--- config.mk ---
export PLATFORM = sky130hd
export DESIGN_NAME = monmul_rt_flat
export DESIGN_NICKNAME = d
export VERILOG_FILES = /design/src/rtl/monmul_rt_if.sv /design/src/rtl/monmul_rt.sv /design/src/flat_wrapper.sv
export SDC_FILE = /design/constraint.sdc
export NUM_CORES = 1
export LEC_CHECK = 0
export CORE_UTILIZATION = 58
export DETAILED_ROUTE_END_ITERATION = 10
export GPL_ROUTABILITY_DRIVEN = 1
export PLACE_DENSITY = 0.92
export SYNTH_ARGS = -nofsm -noshare
export SYNTH_HDL_FRONTEND = slang
export SYNTH_SLANG_ARGS = --single-unit
--- constraint.sdc ---
create_clock -name clk -period 4.85 [get_ports clk]
set_input_delay 1.455 -clock clk [delete_from_list [all_inputs] [get_ports clk]]
set_output_delay 1.455 -clock clk [all_outputs]
set_load 0.1 [all_outputs]
--- src/rtl/monmul_rt_if.sv ---
// Start/operand/result bundle between a Montgomery multiplier and its controller.
interface monmul_rt_if #(
  parameter int K = 8
);
  logic         start;
  logic [K-1:0] x;
  logic [K-1:0] y;
  logic [K-1:0] m;
  logic [K:0]   z;
  logic         busy;
  logic         done;
  logic         err;

  modport master (output start, x, y, m, input z, busy, done, err);
  modport slave  (input start, x, y, m, output z, busy, done, err);
endinterface

--- src/rtl/monmul_rt.sv ---
// Radix-2 bit-serial Montgomery multiplier z = x*y*2^-K mod m with run-time odd modulus.
// Define MONMUL_FINAL_SUB_EN to fully reduce z below m; otherwise z is left in [0, 2m).
module monmul_rt #(
  parameter int K = 8
) (
  input  logic       clk,
  input  logic       reset_n,
  monmul_rt_if.slave bus
);
  localparam int CW = $clog2(K) + 1;
  localparam int SW = K + 2;

  typedef enum logic [1:0] {IDLE, CALC, FIX, FIN} state_t;

  state_t        state_q, state_d;
  logic [K-1:0]  x_q, x_d;
  logic [K-1:0]  y_q, y_d;
  logic [K-1:0]  m_q, m_d;
  logic [SW-1:0] s_q, s_d;
  logic [CW-1:0] cnt_q, cnt_d;
  logic [K:0]    z_q, z_d;
  logic          busy_q, busy_d;
  logic          done_q, done_d;
  logic          err_q, err_d;

  // One iteration: add the selected multiple of y, make the sum even with q*m, halve.
  function automatic logic [SW-1:0] mont_step(input logic [SW-1:0] s, input logic xb,
                                              input logic [K-1:0] y, input logic [K-1:0] m);
    logic [SW:0] acc;
    acc = {1'b0, s} + (xb ? {{(SW + 1 - K){1'b0}}, y} : '0);
    if (acc[0]) acc = acc + {{(SW + 1 - K){1'b0}}, m};
    return acc[SW:1];
  endfunction

`ifdef MONMUL_FINAL_SUB_EN
  function automatic logic [K:0] final_fix(input logic [SW-1:0] s, input logic [K-1:0] m);
    logic [K:0] d;
    d = s[K:0] - {1'b0, m};
    return (s >= {2'b00, m}) ? d : s[K:0];
  endfunction
`else
  function automatic logic [K:0] final_fix(input logic [K:0] s);
    return s;
  endfunction
`endif

  always_comb begin
    state_d = state_q;
    x_d     = x_q;
    y_d     = y_q;
    m_d     = m_q;
    s_d     = s_q;
    cnt_d   = cnt_q;
    z_d     = z_q;
    busy_d  = busy_q;
    done_d  = 1'b0;
    err_d   = 1'b0;
    case (state_q)
      IDLE: begin
        if (bus.start) begin
          x_d     = bus.x;
          y_d     = bus.y;
          m_d     = bus.m;
          s_d     = '0;
          cnt_d   = '0;
          busy_d  = 1'b1;
          // An even modulus skips the iterations but still spends one cycle in FIX.
          state_d = bus.m[0] ? CALC : FIX;
        end
      end
      CALC: begin
        s_d   = mont_step(s_q, x_q[0], y_q, m_q);
        x_d   = x_q >> 1;
        cnt_d = cnt_q + CW'(1);
        if (cnt_q == CW'(K - 1)) state_d = FIX;
      end
      FIX: begin
`ifdef MONMUL_FINAL_SUB_EN
        z_d = m_q[0] ? final_fix(s_q, m_q) : '0;
`else
        z_d = m_q[0] ? final_fix(s_q[K:0]) : '0;
`endif
        err_d   = ~m_q[0];
        done_d  = 1'b1;
        state_d = FIN;
      end
      FIN: begin
        busy_d  = 1'b0;
        state_d = IDLE;
      end
      default: state_d = IDLE;
    endcase
  end

  always_ff @(posedge clk or negedge reset_n) begin
    if (!reset_n) begin
      state_q <= IDLE;
      s_q     <= '0;
      cnt_q   <= '0;
      z_q     <= '0;
      busy_q  <= 1'b0;
      done_q  <= 1'b0;
      err_q   <= 1'b0;
    end else begin
      state_q <= state_d;
      s_q     <= s_d;
      cnt_q   <= cnt_d;
      z_q     <= z_d;
      busy_q  <= busy_d;
      done_q  <= done_d;
      err_q   <= err_d;
    end
  end

  always_ff @(posedge clk) begin
    x_q <= x_d;
    y_q <= y_d;
    m_q <= m_d;
  end

  assign bus.z    = z_q;
  assign bus.busy = busy_q;
  assign bus.done = done_q;
  assign bus.err  = err_q;
endmodule

--- src/flat_wrapper.sv ---
// flat-port wrapper written by rule: the top's interface ports become plain ports
module monmul_rt_flat 
#(
  parameter int K = 8
)
  (clk, reset_n, bus_start, bus_x, bus_y, bus_m, bus_z, bus_busy, bus_done, bus_err);
  monmul_rt_if #(.K(K)) bus_i ();
  input  logic clk;
  input  logic reset_n;
  input wire logic [$bits(bus_i.start)-1:0] bus_start;
  input wire logic [$bits(bus_i.x)-1:0] bus_x;
  input wire logic [$bits(bus_i.y)-1:0] bus_y;
  input wire logic [$bits(bus_i.m)-1:0] bus_m;
  output wire logic [$bits(bus_i.z)-1:0] bus_z;
  output wire logic [$bits(bus_i.busy)-1:0] bus_busy;
  output wire logic [$bits(bus_i.done)-1:0] bus_done;
  output wire logic [$bits(bus_i.err)-1:0] bus_err;
  assign bus_i.start = bus_start;
  assign bus_i.x = bus_x;
  assign bus_i.y = bus_y;
  assign bus_i.m = bus_m;
  assign bus_z = bus_i.z;
  assign bus_busy = bus_i.busy;
  assign bus_done = bus_i.done;
  assign bus_err = bus_i.err;
  monmul_rt #(.K(K)) u_core (.clk(clk), .reset_n(reset_n), .bus(bus_i));
endmodule
==> run summary <==
The run finished, with violations left. The final reports fail on design-rule violations. The detailed-route wire length per cell is 14.7 um. After detailed routing, the number of remaining DRC violations is 2. The fraction of synthesis flops using an asynchronous set or reset pin came out at 53.8%.

After synthesis, the largest family of logic cells by area is compound AO/OA/AOI/OAI gates. The total number of placement rows is 25. The max-capacitance violation count came out at 0.

The remaining global-route overflow is 0. The first-pass GRT wire length is 9270 um. The initial antenna violation count came out at 0. The most repeated library cell on the critical path is ha_1. The depth of the CTS H-tree is 2.

The worst clock skew came out at 0.00877 ns. The final critical path takes up 77.5% of the cycle. The transition time at the pin with the least slew margin is 0.981 ns. In this run the cell area of the synthesized design comes to 2840 um^2. STA classifies the critical path startpoint as a flop.

The clock reaches the later pin of the worst-skew pair after 0.30 ns. The area share of fa/ha/maj cells after synthesis came out at 10.2%. The leading cell type in the layout, fill and taps excluded is clkdlybuf4s50_1. In the layout the commonest cells are clkdlybuf4s50_1, dfrtp_1, o21ai_0. The final-report setup violation count is 0. The antenna diode count is 0.

Measured against the total synthesized area, the mux share comes to 4.94%. The mean instance size in the synthesized netlist is 10.8 um^2. The via count of the first global-routing pass is 2056. The count of cells along the worst register-to-register path came out at 15. Summing the areas of all and, or, nand and nor instances in the mapped netlist gives 11.2% of the synthesized area. At the worst endpoint, the arrival time is 3.92 ns.

The net count after synthesis came out at 311. The xor-xnor portion of the synthesized cell area is 4.23%. The number of distinct library cells after synthesis came out at 45.

The pin count of the biggest net entering global routing is 29. The register-to-register path setup slack is 1.09 ns. After the flow finishes, the layout carries non-filler instances totaling 370. TritonCTS built the clock tree. The warning count from the yosys run came out at 0. Summing the areas of all compound-gate instances in the mapped netlist gives 15.9% of the synthesized area.

In the synthesized netlist the dominant register cell turns out to be dfrtp_1. The die extent in y is 71.9 um. The post-synthesis sequential area ratio came out at 50.1%. The die is 71.9 um wide. The number of fill cells is 352.

For this design, the slowest cell found on the critical path is edfxtp_1. The number of I/O port buffers is 38. The time the worst path needs with I/O delays and setup is 3.76 ns. The maximum root-to-sink buffer count came out at 2.

For this block, the initial DRC count from the detailed router was 104. The die footprint came out at 5180 um^2. The count of final max-slew check failures came out at 0. The share of final-layout standard cells stronger than drive strength 1 came out at 6.60%. In the synthesized netlist, the number of instances is 262. The area overhead of the layout relative to synthesis is 19.0%. The routed wire length came out at 5450 um. For this run, the slowest stage of the critical path takes 0.48 ns. Clock tree synthesis selected as its root buffer the cell clkbuf_8. The maximum fanout along the worst path came out at 8. The final hold slack is 0.517 ns.

Counting tap cells, the placed design contains a total of 362 instances. Routability-driven placement finished with a final weighted congestion of 0.887. The via count is 2086. The TritonCTS buffer count is 5. The worst max-slew margin expressed relative to the limit is 34.6%.

The number of enable flip-flop cells after synthesis is 24. After clock tree synthesis, the clock-pin slew on the worst setup and hold paths is 0.09 ns. The antenna violation net count after detailed routing is 0. The initial utilization of the core area, before any placement, comes to 60.1%. The number of search-and-repair iterations in the first detailed-routing pass came out at 8.

The flip-flop and latch count after synthesis is 52. The final design utilization is 71.5%. The global-route total usage across every layer came out at 23.2%.

The placeable core area came out at 4720 um^2. The worst setup path is captured at a flop. Setup repair after global routing left no endpoint under its margin.

The worst setup path is of the reg2reg kind. The number of hold buffers added after CTS was 0. Gates resized during post-CTS repair numbered 0. Detailed placement finished with a half-perimeter wire length of 4150 um. The number of post-CTS setup repair buffers is 0. The required time reported for the critical path endpoint is 5.01 ns. The final number of hold-violating endpoints came to 0. In this run the worst hold path is classified as reg2reg. During I/O placement, the number of pins put on the boundary was 39.

The count of nets after finishing came out at 351. In the final timing run, aggregate negative setup slack is 0 ns. The hold path depth came out at 2.

Using the TritonRoute via totals, the vias-per-cell ratio works out to 5.64. For this run, the top clock speed supported by timing is 0.266 GHz. The tree built by TritonCTS fans out to 52 sinks. Traced cell by cell, the critical path runs through and2_1 > ha_1 > inv_1 > fa_1 > nand2b_1 > a21oi_1 > a31oi_1 > xnor2_1 > ha_1 > a21o_1 > a22o_1 > a311o_1 > and4_4 > xor3_1 > o21ai_1.
==> final timing paths <==
check / from / end
min in group asynchronous: reset_n / u_core.state_q[0]
min: u_core.bus.z[4] / u_core.bus.z[4]
min reg2reg: u_core.bus.z[4] / u_core.bus.z[4]
max: u_core.x_q[0] / u_core.s_q[8]
max in group asynchronous: reset_n / u_core.bus.z[6]
max reg2reg: u_core.x_q[0] / u_core.s_q[8]
==> cells in the mapped netlist (5+ instances only) <==
cell | n | area share, %
dfrtp_1 | 28 | 25
o21ai_0 | 26 | 4.6
edfxtp_1 | 24 | 25
ha_1 | 20 | 8.8
inv_1 | 19 | 2.5
nand2_1 | 17 | 2.2
a21oi_1 | 15 | 2.6
nor2_1 | 15 | 2.0
nand3_1 | 11 | 1.9
and2_1 | 9 | 2.0
mux2_2 | 8 | 3.2
xnor2_1 | 7 | 2.2
mux2i_1 | 5 | 1.8
o21ai_1 | 5 | 0.88
==> area by class of cell <==
class                      instances  area, um^2  share of cell area, %
sequential                        52        1420                   42.1
inverter                          20        75.1                   2.22
multi-input combinational        184        1320                   39.0
tap                               67        83.8                   2.48
clock inverter                     1        6.26                  0.185
timing repair buffer              39         388                   11.5
clock buffer                       7        86.3                   2.56
==> routing by layer <==
metal	track usage, %	up-vias	share of wire (%)
li1	-	1020	-
met1	30.5	992	44
met2	39.1	66	49
met3	4.31	8	4.9
met4	7.63	0	1.5
met5	0	-	0
==> through the flow <==
step	setup WS, ns	instance area [um^2]
global placement	0.911	3290
global route	0.795	3380
floorplan	1.54	2840
CTS	1.11	3380
finish	1.09	3380
detailed placement	0.832	3290
==> sequential cells by signal, indices dropped and copies added, names as in the netlist, 2 cells and up <==
register and count:
u_core.y_q 8, u_core.s_q 10, u_core.state_q 2, u_core.cnt_q 4
u_core.x_q 8, u_core.bus.z 9, u_core.m_q 8
==> kinds of logic (layout without fill, tap and decap cells) <==
family | count (synthesis) | in the layout
multiplexers | 13 | 13
AND/OR/NAND/NOR | 64 | 64
XOR/XNOR | 12 | 12
buffers and inverters | 26 | 67
flip-flops | 52 | 52
adder cells (fa/ha/maj) | 22 | 22
AO/OA/AOI/OAI | 73 | 73
==> critical path: cells and delay by family, from the launching register on <==
family / cells / cell delay (ns)
xor gates and xnor gates: 2 / 0.39
AOI/OAI and AO/OA: 6 / 1.18
DFF: 1 / 0.48
adders and majority gates: 3 / 0.94
and+or+nand+nor: 3 / 0.55
buffers and inverters: 1 / 0.07
Power is not shown: default switching activity piles up to over one toggle a cycle in this logic, so the estimate is an artifact.
